File: src/rtl/trade_risk_sequencer.sv
// trade_risk_sequencer: per-client risk check of trades against a cached max/accumulated pair,
// one order in flight, with cache timeout and saturating accept/reject counters.
module trade_risk_sequencer #(
    parameter int CLIENT_W = 10,
    parameter int TIMEOUT  = 64
) (
    input  logic                clk,
    input  logic                rst,
    input  logic                ord_valid,
    output logic                ord_ready,
    input  logic [CLIENT_W-1:0] ord_client,
    input  logic [15:0]         ord_amount,
    input  logic                ord_set_max,
    output logic                req_valid,
    output logic                req_rw,
    output logic [13:0]         req_index,
    output logic [31:0]         req_data,
    input  logic                res_ready,
    input  logic [31:0]         res_data,
    output logic                dec_valid,
    input  logic                dec_ready,
    output logic                dec_accept,
    output logic                dec_timeout,
    output logic [CLIENT_W-1:0] dec_client,
    output logic [15:0]         acc_count,
    output logic [15:0]         rej_count
);
    localparam int CW = $clog2(TIMEOUT + 1);
    localparam logic [CW-1:0] LAST = CW'(TIMEOUT - 1);

    typedef enum logic [2:0] {IDLE, RD_REQ, CHECK, WR_REQ, DECIDE} state_t;

    state_t        state;
    logic [CW-1:0] cnt;
    logic [15:0]   amount;
    logic [31:0]   res_q;
    logic [16:0]   sum;
    logic          ok;

    // 17-bit sum so a wrap past 16 bits is rejected rather than compared
    assign sum = {1'b0, res_q[15:0]} + {1'b0, amount};
    assign ok  = (res_q[31:16] != 16'h0000) && !sum[16] && (sum[15:0] <= res_q[31:16]);

    always_ff @(posedge clk) begin
        if (rst) begin
            state       <= IDLE;
            cnt         <= '0;
            amount      <= '0;
            res_q       <= '0;
            ord_ready   <= 1'b0;
            req_valid   <= 1'b0;
            req_rw      <= 1'b0;
            req_index   <= '0;
            req_data    <= '0;
            dec_valid   <= 1'b0;
            dec_accept  <= 1'b0;
            dec_timeout <= 1'b0;
            dec_client  <= '0;
            acc_count   <= '0;
            rej_count   <= '0;
        end else begin
            case (state)
                IDLE: if (ord_ready && ord_valid) begin
                    ord_ready   <= 1'b0;
                    amount      <= ord_amount;
                    dec_client  <= ord_client;
                    req_index   <= 14'({ord_client, 4'b0000});
                    cnt         <= '0;
                    dec_accept  <= 1'b0;
                    dec_timeout <= 1'b0;
                    if (!ord_set_max) begin
                        state     <= RD_REQ;
                        req_valid <= 1'b1;
                        req_rw    <= 1'b0;
                        req_data  <= '0;
                    end else if (ord_amount > 16'd1) begin
                        state     <= WR_REQ;
                        req_valid <= 1'b1;
                        req_rw    <= 1'b1;
                        req_data  <= {ord_amount, 16'h0000};
                    end else begin
                        state     <= DECIDE;
                        dec_valid <= 1'b1;
                    end
                end else begin
                    ord_ready <= 1'b1;
                end
                RD_REQ: if (res_ready) begin
                    req_valid <= 1'b0;
                    res_q     <= res_data;
                    state     <= CHECK;
                end else if (cnt == LAST) begin
                    req_valid   <= 1'b0;
                    dec_valid   <= 1'b1;
                    dec_timeout <= 1'b1;
                    state       <= DECIDE;
                end else begin
                    cnt <= cnt + 1'b1;
                end
                CHECK: if (ok) begin
                    state     <= WR_REQ;
                    req_valid <= 1'b1;
                    req_rw    <= 1'b1;
                    req_data  <= {16'h0000, amount};
                    cnt       <= '0;
                end else begin
                    state     <= DECIDE;
                    dec_valid <= 1'b1;
                end
                WR_REQ: if (res_ready) begin
                    req_valid  <= 1'b0;
                    req_rw     <= 1'b0;
                    dec_valid  <= 1'b1;
                    dec_accept <= 1'b1;
                    state      <= DECIDE;
                end else if (cnt == LAST) begin
                    req_valid   <= 1'b0;
                    req_rw      <= 1'b0;
                    dec_valid   <= 1'b1;
                    dec_timeout <= 1'b1;
                    state       <= DECIDE;
                end else begin
                    cnt <= cnt + 1'b1;
                end
                DECIDE: if (dec_ready) begin
                    dec_valid <= 1'b0;
                    ord_ready <= 1'b1;
                    state     <= IDLE;
                    if (dec_accept && acc_count != 16'hFFFF) acc_count <= acc_count + 1'b1;
                    if (!dec_accept && rej_count != 16'hFFFF) rej_count <= rej_count + 1'b1;
                end
                default: state <= IDLE;
            endcase
        end
    end
endmodule

File: config.mk
export PLATFORM = sky130hd
export DESIGN_NAME = trade_risk_sequencer
export DESIGN_NICKNAME = d
export VERILOG_FILES = /design/src/rtl/trade_risk_sequencer.sv
export SDC_FILE = /design/constraint.sdc
export NUM_CORES = 1
export LEC_CHECK = 0
export BUFFER_PORTS_ARGS = -buffer_cell sky130_fd_sc_hd__clkbuf_2
export CORE_UTILIZATION = 50
export DETAILED_ROUTE_END_ITERATION = 8
export GPL_ROUTABILITY_DRIVEN = 0
export GPL_TIMING_DRIVEN = 0
export PLACE_DENSITY = 0.75
export SYNTH_ARGS = -nofsm -noshare
export SYNTH_HDL_FRONTEND = slang
export SYNTH_SLANG_ARGS = --single-unit
File: constraint.sdc
create_clock -name clk -period 3.6 [get_ports clk]
set_input_delay 1.08 -clock clk [delete_from_list [all_inputs] [get_ports clk]]
set_output_delay 1.08 -clock clk [all_outputs]
set_load 0.005 [all_outputs]
# == Word-level counts from Yosys, hierarchy flattened ==
# Index checks and enable logic that the tools add are counted.
# op_classes
n_addsub,4
n_mul,0
div,0
magnitude_cmp,2
n_eq_ne,21
shift,0
mux,47
n_bitwise,0
n_reduce_logical,30
# ops
op,n
2-to-1 mux 32 bit,4
case mux 32 bit (2 select lines),1
adder 16 x 1 -> 16 bit (second input constant),2
inequality test 16 bit (second input constant),2
2-to-1 mux 7 bit,4
2-to-1 mux 3 bit,8
2-to-1 mux 1 bit,22
case mux 7 bit (3 select lines),1
inequality test 2 bit (second input constant),10
adder 16 x 16 -> 17 bit,1
> comparator 16 x 1 -> 1 bit (second input constant),1
<= comparator 16 bit,1
nonzero test 16 bit,1
case mux 3 bit (5 select lines),1
AND reduction 5 bit,3
AND reduction 3 bit,3
AND reduction 2 bit,4
AND reduction 4 bit,2
nonzero test 2 bit,4
adder 7 x 1 -> 7 bit (second input constant),1
== test 7 x 6 -> 1 bit (second input constant),1
AND reduction 7 bit,1
== test 3 x 2 -> 1 bit (second input constant),2
inequality test 3 bit (second input constant),2
other kinds (13),22
# word_totals
reg_bits,138
latchBits,0
ram_bits,0
rom_bits,0
out_inout_bits,94
n_memories,0

# == Logic depth before layout (Yosys ltp) ==
# logic_depth
word_depth,6
depth_mapped,20
mapped_depth_nobuf,17

# == Worst setup path after synthesis ==
# OpenSTA, ideal clock, no wires.
# synth_timing
kind,reg2reg
from,register amount[0]
to,register req_data[10]
setup_ns,0.139
arrival_ns,3.674
t_required_ns,3.461
setup_slack_ns,-0.213
stages_incl_launch_ff,21
path_buffers,3
period_less_slack_ns,3.813
cell_sequence,dfxtp_1 -> ha_1 -> inv_1 -> fa_1 -> nor2b_1 -> o21bai_2 -> a2111o_1 -> nand2_2 -> a21o_1 -> a21oi_1 -> xnor2_1 -> ha_1 -> nand4_1 -> a2111oi_0 -> a211oi_1 -> o221ai_1 -> buf_2 -> or2_1 -> buf_6 -> buf_6 -> o221ai_2
# synth_via
elab_chain_cells,6
# synth_lines
element,line_no,rtl
from (decl),35,logic [15:0] amount;
from (signal assigned),65,amount <= ord_amount;
adder 16 x 16 -> 17 bit (*),41,"assign sum = {1'b0, res_q[15:0]} + {1'b0, amount};"
branches (longest 2 deep; another with <= comparator 16 bit),n/a,
logical AND 1 bit (*),42,assign ok = (res_q[31:16] != 16'h0000) && !sum[16] && (sum[15:0] <= res_q[31:16]);
inequality test 2 bit (no line) (*),n/a,
AND reduction 4 bit (no line) (*),n/a,
to (signal assigned),80,"req_data <= {ord_amount, 16'h0000};"
to (signal assigned),104,"req_data <= {16'h0000, amount};"
to (decl),17,"output logic [31:0] req_data,"
# Every way passes the cells marked *.
# A chain may end at the register's enable or synchronous reset.

# == Worst setup path in the final report ==
# layout_timing
from,register amount[2]
to,register req_data[15]
# The elaborated chain is that of the path after synthesis.

==> results.ini <==
[worst_setup_path]
critical_path_required_ns = 3.95
arrival_ns = 4.25
cp-end-kind = register
crit_fanout = 6
path_class = register to register
cp-start-kind = register

[timing]
worstMarginPinSlew_ns = 0.991
setup_ws_ns = -0.300
finalCriticalPeriod_ns = 3.90
rsz0062_at_grt = yes
skew_ns = 0.00643
setup_viol = 45
clock.fmax_mhz = 256
period_share = 1.08
slew_violations = 0
final-hold-violation-count = 0
maxSlewHeadroom = 0.338

[synthesis]
synth.mux.area_fraction = 0.00414
synth_compound_area_frac = 0.193
synth_edf_count = 0
yosysMostFrequentCell = nand2_1
postSynthCellCount = 900
synth_area_mm2 = 0.00725
yosys_warnings = 0
synthArstFlopShare = 0
synth_common_cells = nand2_1 (145), dfxtp_1 (138), a21oi_1 (85), nor2_1 (75), clkbuf_1 (46)
synth_seq_cells = 138
synth_ff_type = dfxtp_1
synth_simple_gate_area_frac = 0.252
synth_cell_type_count = 62
synth.largest_area_cell = dfxtp_1
synth_top_cell_area_share = 0.381
synth_area_per_cell_um2 = 8.06
synth_top_family_by_area = simple AND/OR/NAND/NOR gates
synthAdderAreaFrac = 0.0631
synthTopCellsByArea = dfxtp_1 (38%), nand2_1 (7.5%), ha_1 (6.0%)
synth_xor_area_frac = 0.0471
ys_seq_area_frac = 0.381

[routing]
wl_mm = 21.5
vias_per_cell = 5.71
wl_met1_mm = 9.08
routed-wl-met2_mm = 10.4
drtIter0Drc = 500
vias = 7344
drc = 0
drt-pass1-iter-count = 6
dr.max_layer_used = met4
wl_per_cell_um = 16.7
final_antenna_net_count = 0
dr_wl_met3_mm = 1.50

[pwr]
cellLeakagePower_nw = 3.70
pwr-share-comb = 0.328
intPower_mw = 3.39
total_power_mw = 5.20
swShare = 0.347
p_per_area_mw_per_mm2 = 556
p_sw_mw = 1.80
p_seq_frac = 0.335
ir_worst_vdd_v = 0.000353
pwr-share-clk = 0.337

[floorplanning]
die_area_mm2 = 0.0150
fp.dieW_um = 122
dieHeight_um = 122
coreArea_mm2 = 0.0140
initial_core_util = 0.517
io_pins = 158
placementRows = 43

[hold_path]
min_path_type = register to register

[placement]
dp_hpwl_mm = 15.1
dp.cells = 1234
io_buffers = 151

[final_layout]
area_delta_synth_final_pct = 28.9
post-route-util = 0.666
stdcell_count = 1287
num-nets-final = 1194
n_antenna_cell = 0
nFillCells = 1224
drive_above_1_share = 0.266

[global_route]
antenna_found_initial = 0
grt_pass1_vias = 6740
grt_max_degree = 17
grt_pass1_wl_mm = 33.3
grt_remaining_overflow = 0
grtUsageTotal = 0.286

[clocking]
clk_pin_slew_ns = 0.06
ctsHoldBuffers = 0
cts_buffers = 17
cts_buffer_depth = 2
cts.sinks = 138
clockRootBuffer = clkbuf_16
htreeDepth = 4
clock_latency_ns = 0.42
tritoncts = built

[outcome]
violations = negative setup slack
outcome = finished with violations

[flow_run]
drv_cap = 0

## power by group through the flow
| stage | logic, mW | clock network [mW] | registers, mW |
|---|---|---|---|
| after global placement | 1.23 | 0 | 1.77 |
| after floorplan | 0.887 | 0 | 1.74 |
| final | 1.71 | 1.75 | 1.74 |
| after global routing | 1.83 | 1.82 | 1.75 |
| after detailed placement | 1.26 | 0 | 1.77 |
| after CTS | 1.60 | 1.75 | 1.74 |
## registers in the layout (all words and copies together) (netlist names), 3 cells and up
register    count
req_data       32
res_q          32
acc_count      16
amount         16
rej_count      16
dec_client     10
cnt             7
state           3
## kinds of logic after synthesis
| logic type | count (synthesis) |
|---|---|
| AO/OA/AOI/OAI | 213 |
| XOR/XNOR | 39 |
| adder cells (fa/ha/maj) | 36 |
| buffers and inverters | 94 |
| flip-flops | 138 |
| multiplexers | 3 |
| other | 1 |
| AND/OR/NAND/NOR | 376 |
## cell usage in the layout (no fill, tap or decap), types with 6 or more instances in the layout
cell type  synthesis  layout
and3_1             6       6
clkbuf_1          46      46
nand4_1           13      13
a21o_1             6       6
nor4_1            11      10
clkbuf_2           1     151
o221ai_2           8      14
clkbuf_16          0      18
a21oi_1           85      79
nand2b_1          36      36
o21ai_2            1       7
nand3_1           19      19
and4_1             8       8
buf_6              2       6
nor2b_1            7       6
nor3b_1           17      17
a21oi_2            1       6
dfxtp_1          138     133
nor3_1            12      11
inv_1             27      25
nand2_1          145     145
nand3b_1          15      15
xor2_1            21      21
o21ai_0           39      29
ha_1              35      30
nor2_1            75      74
xnor2_1           18      18
a31oi_1           19      18
buf_4             15      29
## path summary, 6_finish.rpt
path,cells past startpoint,slack (ns),start,endpoint
max,19,-0.30,amount[2],req_data[15]
min,2,0.46,cnt[6],cnt[6]
max reg2reg,19,-0.30,amount[2],req_data[15]
min reg2reg,2,0.46,cnt[6],cnt[6]
## layout make-up
class | count | area (um^2) | share of cell area
repair buffers | 171 | 958 | 0.103
well taps | 180 | 225 | 0.0241
plain buffers | 67 | 357 | 0.0381
flip-flops and latches | 138 | 2770 | 0.296
clock buffers | 19 | 443 | 0.0474
clock inverters | 13 | 145 | 0.0155
inverters | 27 | 101 | 0.0108
multi-input cells | 672 | 4350 | 0.465
## per-stage QoR
| step | setup WS (ns) | hold slack, ns | instance area, um^2 | TNS, ns |
|---|---|---|---|---|
| final | -0.300 | 0.458 | 9350 | -8.01 |
| after floorplan | -0.0746 | 0.420 | 7320 | -0.745 |
| after global placement | -0.514 | 0.430 | 8300 | -18.61 |
| after CTS | -0.291 | 0.444 | 9200 | -7.41 |
| after global routing | -0.415 | 0.476 | 9350 | -14.23 |
| after detailed placement | -0.615 | 0.437 | 8300 | -23.38 |
## per-layer routing
metal,track usage,vias to the layer above
li1,-,3546
met1,0.353,3422
met2,0.481,322
met3,0.0711,54
met4,0.102,0
met5,0,-
## what timing repair did
item                                    CTS  global route
gates resized for setup                  43            27
pin swaps                                18            15
setup buffers                            14             4
gates cloned                              3             1
endpoints found under the setup margin   45            45
## critical path: stages (launching register included)
cell and delay, ns:
dfxtp_1 0.35, ha_2 0.21, or2_4 0.27, a21oi_4 0.12, o211ai_1 0.14, a31oi_2 0.32
o21ai_2 0.12, a211oi_2 0.22, xnor2_1 0.13, ha_1 0.32, nand4_1 0.14, buf_4 0.18
nor4_4 0.15, or2_4 0.18, o221ai_4 0.12, buf_6 0.17, or2_4 0.23, buf_6 0.14
clkbuf_16 0.16, o221ai_2 0.12
Note: power is estimated with default switching activity, not from simulation.
